### src/rtl/fl1p3_scan_seq.sv
// fl1p3_scan_seq: scan-chain sequencer for a bank of FL1P3IY-style mux-input flops.
// Latency: accept -> CAP_VALID after WIDTH edges (shift only) or WIDTH+1 edges (capture + shift).
// Backpressure: holds CAP_VALID/CAP_DATA with SP=0 until CAP_READY; no new request while holding.
//
// Ports:
//   CK, CD                      clock, asynchronous active-high reset
//   LOAD_VALID/READY/DATA/MODE  request: word to scan in, MODE=1 adds one D0 capture cycle first
//   SD, SP, SI                  chain select (1=scan path), chain clock enable, serial data into flop 0
//   SO                          serial data out of the last chain flop
//   CAP_VALID/READY/DATA        previous chain contents, bit k = old flop k
//
// WIDTH must be at least 2.
module fl1p3_scan_seq #(
   parameter int WIDTH = 8,
   parameter int CW    = $clog2(WIDTH + 1)
) (
   input  logic             CK,
   input  logic             CD,
   input  logic             LOAD_VALID,
   output logic             LOAD_READY,
   input  logic [WIDTH-1:0] LOAD_DATA,
   input  logic             LOAD_MODE,
   output logic             SD,
   output logic             SP,
   output logic             SI,
   input  logic             SO,
   output logic             CAP_VALID,
   input  logic             CAP_READY,
   output logic [WIDTH-1:0] CAP_DATA
);

   typedef enum logic [1:0] {
      IDLE  = 2'd0,
      CAPT  = 2'd1,
      SHIFT = 2'd2,
      HOLD  = 2'd3
   } state_t;

   state_t           r_state;
   state_t           w_nxt;

   logic [WIDTH-1:0] r_sh;     // outgoing word, MSB presented on SI
   logic [WIDTH-1:0] r_cap;    // incoming chain contents
   logic [CW-1:0]    r_cnt;    // shift cycle index 0..WIDTH-1
   logic             r_sd;
   logic             r_sp;
   logic             r_rdy;
   logic             r_cvld;

   logic             w_acc;
   logic             w_last;

   // r_rdy is high exactly in IDLE, so this is the request handshake.
   assign w_acc  = r_rdy & LOAD_VALID;
   assign w_last = (r_cnt == CW'(WIDTH - 1));

   // ------------------------------------------------------------------
   // State register
   // ------------------------------------------------------------------
   always_ff @(posedge CK or posedge CD) begin
      if (CD) begin
         r_state <= IDLE;
      end else begin
         r_state <= w_nxt;
      end
   end

   // ------------------------------------------------------------------
   // Next-state logic
   // ------------------------------------------------------------------
   always_comb begin
      w_nxt = r_state;
      case (r_state)
         IDLE: begin
            if (w_acc) begin
               w_nxt = LOAD_MODE ? CAPT : SHIFT;
            end
         end
         CAPT: begin
            w_nxt = SHIFT;
         end
         SHIFT: begin
            if (w_last) begin
               w_nxt = HOLD;
            end
         end
         HOLD: begin
            if (CAP_READY) begin
               w_nxt = IDLE;
            end
         end
         default: begin
            w_nxt = IDLE;
         end
      endcase
   end

   // ------------------------------------------------------------------
   // Registered outputs and datapath
   // Chain controls are decoded from the next state so that they line up
   // with the state the block is entering, while still leaving a flop.
   // ------------------------------------------------------------------
   always_ff @(posedge CK or posedge CD) begin
      if (CD) begin
         r_sd   <= 1'b0;
         r_sp   <= 1'b0;
         r_rdy  <= 1'b1;
         r_cvld <= 1'b0;
         r_sh   <= '0;
         r_cap  <= '0;
         r_cnt  <= '0;
      end else begin
         r_sd   <= (w_nxt == SHIFT);
         r_sp   <= (w_nxt == SHIFT) || (w_nxt == CAPT);
         r_rdy  <= (w_nxt == IDLE);
         r_cvld <= (w_nxt == HOLD);

         if (w_acc) begin
            r_sh  <= LOAD_DATA;
            r_cnt <= '0;
         end else if (r_state == SHIFT) begin
            // Zero fill means SI returns to 0 once the word has gone out.
            r_sh  <= {r_sh[WIDTH-2:0], 1'b0};
            r_cap <= {r_cap[WIDTH-2:0], SO};
            if (!w_last) begin
               r_cnt <= r_cnt + 1'b1;
            end
         end
      end
   end

   assign SD         = r_sd;
   assign SP         = r_sp;
   assign SI         = r_sh[WIDTH-1];
   assign LOAD_READY = r_rdy;
   assign CAP_VALID  = r_cvld;
   assign CAP_DATA   = r_cap;

endmodule

### config.mk
export PLATFORM = sky130hd
export DESIGN_NAME = fl1p3_scan_seq
export DESIGN_NICKNAME = d
export VERILOG_FILES = /design/src/rtl/fl1p3_scan_seq.sv
export SDC_FILE = /design/constraint.sdc
export NUM_CORES = 1
export LEC_CHECK = 0
export CAP_MARGIN = 20
export CORE_MARGIN = 8
export CORE_UTILIZATION = 30
export DETAILED_ROUTE_END_ITERATION = 8
export GPL_ROUTABILITY_DRIVEN = 0
export SYNTH_ARGS = -nofsm -noshare
export SYNTH_HDL_FRONTEND = slang
export SYNTH_SLANG_ARGS = --single-unit
### constraint.sdc
create_clock -name CK -period 1.6 [get_ports CK]
set_input_delay 0.16 -clock CK [delete_from_list [all_inputs] [get_ports CK]]
set_output_delay 0.16 -clock CK [all_outputs]
set_load 0.02 [all_outputs]
Word level (Yosys, flattened, before mapping)
Index checks and enable logic that the tools add are counted.
{ "totals": {"register_bits": 26, "latch_bits": 0, "mem_bits_rw": 0, "romBits": 0, "inputBits": 14, "n_memories": 0} }
{ "op_classes": {"n_addsub": 1, "n_mul": 0, "n_div": 0, "n_lt_le_gt_ge": 0, "n_eq_ne": 8, "n_shift": 0, "muxes": 10, "n_bitwise": 2, "reduce_logical": 6} }
{ "ops": {"columns": ["op", "count"], "rows": [
  ["2-to-1 mux 8 bit", 2],
  ["2-to-1 mux 4 bit", 3],
  ["equality test 2 bit, second input constant", 4],
  ["2-to-1 mux 2 bit", 4],
  ["one-hot mux 2 bit (4 select lines)", 1],
  ["adder 4 x 1 -> 4 bit, second input constant", 1],
  ["equality test 2 x 1 -> 1 bit, second input constant", 2],
  ["equality test 4 x 3 -> 1 bit, second input constant", 1],
  ["logical NOT 2 bit", 2],
  ["AND reduction 2 bit", 2],
  ["inequality test 2 bit, second input constant", 1],
  ["nonzero test 2 bit", 1],
  ["AND 1 bit", 1],
  ["logical OR 1 bit", 1],
  ["NOT 1 bit", 1]
]} }

Logic depth before layout (Yosys ltp)
Gate-level depths: netlist of the first run.
{ "logic_depth": {"ltp_word": 5, "ltp_mapped": 5, "depth_no_buf": 5} }

Worst setup path before layout of the first run
No wires, ideal clock.
{ "synth_path": {"path_type": "reg2reg", "from": "register r_rdy, in the netlist LOAD_READY", "to": "register r_sp, in the netlist SP", "setup_time_ns": 0.126, "arrival_time_ns": 1.277, "setup_slack_ns": 0.197, "stages_incl_launch_ff": 5, "n_path_buf": 0, "period_less_slack_ns": 1.403, "cell_sequence": "dfstp_2 nand2_1 nor2_1 o31a_1 ha_1"} }
{ "synth_via": {"elab_chain_cells": 5} }
{ "synth_lines": {"columns": ["element", "line_no", "rtl"], "rows": [
  ["start, declared", "47", "logic r_rdy;"],
  ["start signal, assigned", "115", "r_rdy <= (w_nxt == IDLE);"],
  ["AND 1 bit *", "54", "assign w_acc = r_rdy & LOAD_VALID;"],
  ["2-to-1 mux 2 bit *", "75", "if (w_acc) begin"],
  ["one-hot mux 2 bit (4 select lines) *", "73", "case (r_state)"],
  ["via w_nxt[1]", "40", "state_t w_nxt;"],
  ["equality test 2 bit or equality test 2 x 1 -> 1 bit (tied branches)", "114", "r_sp <= (w_nxt == SHIFT) || (w_nxt == CAPT);"],
  ["logical OR 1 bit *", "114", null],
  ["end signal, assigned", "114", null],
  ["end, declared", "46", "logic r_sp;"]
]} }
The timed path passes the listed nets; every way through them passes the cells marked *.
A chain may end at the register's enable or synchronous reset.

Worst setup path after layout of the first run
{ "layout_path": {"from": "register r_cnt[0]", "to": "register r_sd, in the netlist SD"} }
{ "layout_via": {"elab_chain_cells": 4} }
{ "layout_lines": {"columns": ["element", "line_no", "rtl"], "rows": [
  ["start, declared", "44", "logic [CW-1:0] r_cnt;"],
  ["start signal, assigned", "126", "r_cnt <= r_cnt + 1'b1;"],
  ["equality test 4 x 3 -> 1 bit", "55", "assign w_last = (r_cnt == CW'(WIDTH - 1));"],
  ["2-to-1 mux 2 bit", "83", "if (w_last) begin"],
  ["one-hot mux 2 bit (4 select lines)", "73", null],
  ["equality test 2 bit", "113", "r_sd <= (w_nxt == SHIFT);"],
  ["end signal, assigned", "113", null],
  ["end, declared", "45", "logic r_sd;"]
]} }
Every way passes these cells.

==> reports/summary.txt, run 1 <==
outcome -> completed
Mapped Area -> 0.00115 sq mm
GRT Overall Usage -> 8.70%
Final #Nets -> 153
initial core utilization -> 31.2%
postcts setup bufs -> 0
synth unique cells -> 30
crit share post-route -> 93.3%
Layout Skew -> 0.00432 ns
Tmin final -> 1.49 ns
Synth Register Bits -> 26
headroom to the max-slew limit -> 79.4%
Ports -> 27
LEAKAGE -> 0.677 nW
Worst Setup Start Kind -> flop
drc violations -> 0
Yosys Warn Count -> 0
Primary FF master, synth -> dfrtp_1
CTS tree -> yes
total count of hold-check failures in the final report -> 0
Comb pwr share -> 46.6%
htree depth -> 1
final core utilization -> 42.0%
Starting DRT DRC Count -> 8
Worst Slack Setup Final -> 0.107 ns
total grt overflow -> 0
Int Pwr -> 2.09 mW
Mapped Nets -> 123
HP Class -> in -> async
initial antenna violation count -> 0
cell row count -> 22
RSZ-0062 raised after global routing -> false
Post-Route WL -> 2450 um
CP arrival -> 1.66 ns
layout overhead on the synthesized area -> 34.5%
DP Wirelength -> 1880 um
Clock Pin Slew Worst Setup and Hold Paths -> 0.09 ns
Die H -> 77.9 um
wire per inst -> 13.5 um
die area -> 0.00608 sq mm
Max Freq -> 670 MHz
CTS Root Cell -> clkbuf_8
FF-to-FF Start -> r_cnt[0]
critical-path maximum fanout -> 5
core area -> 0.00369 sq mm
post-CTS resize count -> 0
crit path kind -> reg -> reg
Longest Clk Path Bufs -> 2
CTS Hold Bufs -> 0
Setup TNS Final -> 0 ns
Flop pwr share -> 36.9%
max-slew violations -> 0
Vias -> 859
WHS -> 0.182 ns
setup violators final -> 0
critical path data required time -> 1.77 ns
largest net degree at the start of global routing -> 17
VDD IR-drop max -> 1.03 mV
die width -> 77.9 um
fill count -> 373
sequential area share after synthesis -> 56.6%
number of enable flip-flop cells after synthesis -> 0
top cell type's share of synthesized area -> 54.3%
Synth async-reset ratio -> 100%
proportion of layout cells with a drive suffix above 1 -> 14.2%
area leader, netlist -> dfrtp_1
Worst Setup End Kind -> flop
first-pass GRT wire length -> 4370 um
antenna cell count -> 0
DR pass1 iterations -> 4
clk sinks -> 26
Clock Latency Late Sink -> 0.27 ns
vias in the first global route -> 880
IO buf count -> 26
Syn Area/Cell -> 11.0 sq um
Post-DRT Antenna Nets -> 0
switching share of power -> 36.3%
most frequent cell after synthesis -> dfrtp_1
Post-Synthesis Cells -> 105
DR vias/cell -> 4.72
pre-CTS WS -> 0.100 ns
max-capacitance violation count -> 0
P per Cell Area -> 2120 mW/mm^2
Num CTS Buffers -> 3
Worst-Margin Slew -> 0.306 ns
synth top area cells -> dfrtp_1 54%, mux2_2 7.8%, nand2_1 4.9%, ha_1 4.3%, a31oi_1 3.8%
Setup crit start -> r_cnt[0]
P_sw -> 1.19 mW
clock power share -> 16.5%
top cells by count, synth -> 25 x dfrtp_1, 15 x nand2_1, 9 x nor2_1
state kept, by name (all words and copies together) (netlist names):
register    count
LOAD_READY      1
r_sh            8
SD              1
SP              1
CAP_VALID       1
r_state         2
r_cnt           4
CAP_DATA        8
placed cells by master (no fill, tap or decap), types with 2 or more instances in the layout:
master           instances
a31oi_1                  7
dfrtp_1                 25
buf_4                    4
nand3_1                  3
clkdlybuf4s50_1         25
nand2_1                 15
inv_1                    2
nor2_1                   9
o21a_1                   2
o21ai_0                  5
clkbuf_8                 3
a21oi_1                  4
mux2_2                   8
ha_1                     4
worst max-delay path, stage by stage (launching register included):
cell	delay (ns)
dfrtp_1	0.39
ha_1	0.23
nand3b_1	0.13
o22ai_1	0.25
o21ai_0	0.18
ha_1	0.22
cell families after synthesis:
kind of cell    Yosys count  share of synthesized area (%)
buf+inv                   7                           3.04
simple gates             38                           16.4
compound gates           22                           11.7
mux                       8                           7.83
fa+ha+maj                 4                           4.35
flops                    26                           56.6
through the flow:
step / power, mW / instances / instance area, sq um
global placement: 2.73 / 178 / 1470
detailed placement: 2.78 / 178 / 1470
floorplan: 2.21 / 105 / 1150
CTS: 3.34 / 182 / 1550
finish: 3.28 / 182 / 1550
global route: 3.56 / 182 / 1550
layout make-up:
class | instances | area (sq um) | share of cell area [%]
Sequential cell | 26 | 652 | 42.1
Inverter | 2 | 7.51 | 0.485
Timing Repair Buffer | 30 | 293 | 18.9
Clock buffer | 3 | 41.3 | 2.67
Multi-Input combinational cell | 72 | 464 | 30.0
Tap cell | 48 | 60.1 | 3.88
Clock inverter | 1 | 30.0 | 1.94
path summary, 6_finish.rpt:
path | end | slack [ns] | cells past startpoint
hold reg to reg | r_sh[0] | 0.50 | 1
min in group CK | r_sh[4] | 0.47 | 3
setup reg to reg | SD | 0.11 | 5
setup / recovery | SD | 0.11 | 5
hold / removal | CAP_DATA[2] | 0.18 | 3
max in group asynchronous | LOAD_READY | 1.19 | 3
routing by layer:
layer  wire [um]  track usage (%)
met5           0                0
met4           0             1.11
met3         234             4.61
met2        1120             13.5
met1        1100             10.8
power by group through the flow:
| stage | Combinational, mW | Clock [mW] | Sequential (mW) |
|---|---|---|---|
| after floorplan | 0.836 | 0 | 1.37 |
| after global placement | 1.52 | 0 | 1.21 |
| after detailed placement | 1.55 | 0 | 1.23 |
| after CTS | 1.57 | 0.563 | 1.21 |
| after global routing | 1.71 | 0.585 | 1.26 |
| final | 1.53 | 0.543 | 1.21 |
(Power assumes the default switching activity.)
==> inputs of run 2 (changes only) <==
CAP_MARGIN = unset   (was 20)
MAX_ROUTING_LAYER = met4   (was unset)
==> reports/summary.txt, run 2 (synthesis results as in run 1) <==
outcome -> completed
total grt overflow -> 0 (unchanged)
IO buf count -> 26 (unchanged)
crit share post-route -> 93.3% (about the same)
met3 GRT Util -> 3.80% (-0.81 points)
critical-path cell list -> ha_1, nand3b_1, o22ai_1, o21ai_0, ha_1
max-slew violations -> 0 (unchanged)
Starting DRT DRC Count -> 7 (-1)
headroom to the max-slew limit -> 79.4% (about the same)
antenna cell count -> 0 (unchanged)
die width -> 77.9 um (unchanged)
cell row count -> 22 (unchanged)
met1 Use GR -> 11.2% (+0.48 points)
first-pass GRT wire length -> 4350 um (-0.32%)
max-capacitance violation count -> 0 (unchanged)
Crit path top cell by count -> ha_1
critical path data required time -> 1.77 ns (about the same)
Top Usage Layer GRT -> met2
P per Cell Area -> 2120 mW/mm^2 (about the same)
HP Class -> in -> async
crit path kind -> reg -> reg
Clock Latency Late Sink -> 0.27 ns (about the same)
Layout Skew -> 0.00384 ns (-0.000476 ns)
Worst Setup Start Kind -> flop
Placed Instance Area -> 0.00147 sq mm (unchanged)
Vias -> 863 (+0.47%)
htree depth -> 1 (unchanged)
Setup TNS Final -> 0 ns (unchanged)
total count of hold-check failures in the final report -> 0 (unchanged)
Tmin final -> 1.49 ns (-0.000644 ns)
largest stage delay on the critical path -> 0.39 ns (about the same)
post-route cell area -> 0.00155 sq mm (unchanged)
layout overhead on the synthesized area -> 34.5% (unchanged)
Max Freq -> 670 MHz (about the same)
critical-path maximum fanout -> 5 (unchanged)
setup violators final -> 0 (unchanged)
wire per inst -> 13.5 um (-0.24%)
Worst-Margin Slew -> 0.305 ns (-0.00108 ns)
largest net degree at the start of global routing -> 17 (unchanged)
Num CTS Buffers -> 3 (unchanged)
DR vias/cell -> 4.74 (+0.47%)
RSZ-0062 raised after global routing -> false
DP Wirelength -> 1880 um (unchanged)
most frequent cells in the layout -> 25 x dfrtp_1, 25 x clkdlybuf4s50_1, 15 x nand2_1
CP arrival -> 1.66 ns (about the same)
Clock Pin Slew Worst Setup and Hold Paths -> 0.09 ns (about the same)
postcts setup bufs -> 0 (unchanged)
Longest Clk Path Bufs -> 2 (unchanged)
VDD IR-drop max -> 1.03 mV (-0.41%)
met2 Usage GRT -> 13.5% (unchanged)
CTS tree -> yes
proportion of layout cells with a drive suffix above 1 -> 14.2% (unchanged)
Worst Setup End Kind -> flop
setup slack, reg-to-reg -> 0.11 ns (about the same)
clk sinks -> 26 (unchanged)
CTS Root Cell -> clkbuf_8
Die H -> 77.9 um (unchanged)
die area -> 0.00608 sq mm (unchanged)
Post-DRT Antenna Nets -> 0 (unchanged)
initial core utilization -> 31.2% (unchanged)
Post-Route WL -> 2450 um (-0.24%)
drc violations -> 0 (unchanged)
core area -> 0.00369 sq mm (unchanged)
final core utilization -> 42.0% (unchanged)
Ports -> 27 (unchanged)
LEAKAGE -> 0.677 nW (unchanged)
GRT Overall Usage -> 8.96% (+0.26 points)
initial antenna violation count -> 0 (unchanged)
slowest CP cell -> dfrtp_1
DR pass1 iterations -> 4 (unchanged)
Final #Nets -> 153 (unchanged)
vias in the first global route -> 882 (+0.23%)
[run 2: cell counts in the layout (fill, tap and decap cells not counted)]
No cell type changed its count.
[run 2: area by class of cell]
type | count | area [sq um]
fill | 373 | 2140
sequential | 26 | 652
multi-input combinational | 72 | 464
timing repair buffer | 30 | 293
tap | 48 | 60.1
clock buffer | 3 | 41.3
clock inverter | 1 | 30.0
inverter | 2 | 7.51
[run 2: path summary, 6_finish.rpt]
kind	start	end	depth (start not counted)
max	r_cnt[0]	SD	5
min	CD	CAP_DATA[2]	3
min reg2reg	r_sh[0]	r_sh[0]	1
max in group asynchronous	CD	LOAD_READY	3
max reg2reg	r_cnt[0]	SD	5
min in group CK	LOAD_DATA[4]	r_sh[4]	3
[run 2: power by group]
part           leakage (nW)  total (mW)  switching [mW]  internal (mW)
Clock                0.0357       0.542           0.208          0.335
Combinational         0.328        1.53           0.759          0.769
Sequential            0.313        1.21           0.221          0.988
Total                 0.677        3.28            1.19           2.09
[run 2: per-stage QoR]
stage,power [mW],setup WS [ns],cells,hold slack (ns)
2_1_floorplan,2.21,0.197,105,0.199
3_3_place_gp,2.73,0.133,178,0.480
3_5_place_dp,2.78,0.100,178,0.487
4_1_cts,3.34,0.00524,182,0.184
5_1_grt,3.55,0.0324,182,0.200
6_report,3.28,0.108,182,0.183
[run 2: what timing repair did]
item,4_1_cts,5_1_grt
hold buffers,0,0
setup endpoints to repair,0,1
gates resized for setup,0,1
[run 2: critical path: cells and delay by family (launching register included)]
family	cells	cell delay [ns]
flip-flops	1	0.39
AO/OA/AOI/OAI	2	0.43
adder cells (fa/ha/maj)	2	0.45
AND/OR/NAND/NOR	1	0.13
[run 2: layer usage]
metal | vias up | wire [um] | part of all wire (%)
li1 | 424 | - | -
met1 | 413 | 1140 | 47
met2 | 26 | 1130 | 46
met3 | 0 | 182 | 7.4
met4 | 0 | 0 | 0
met5 | - | 0 | 0
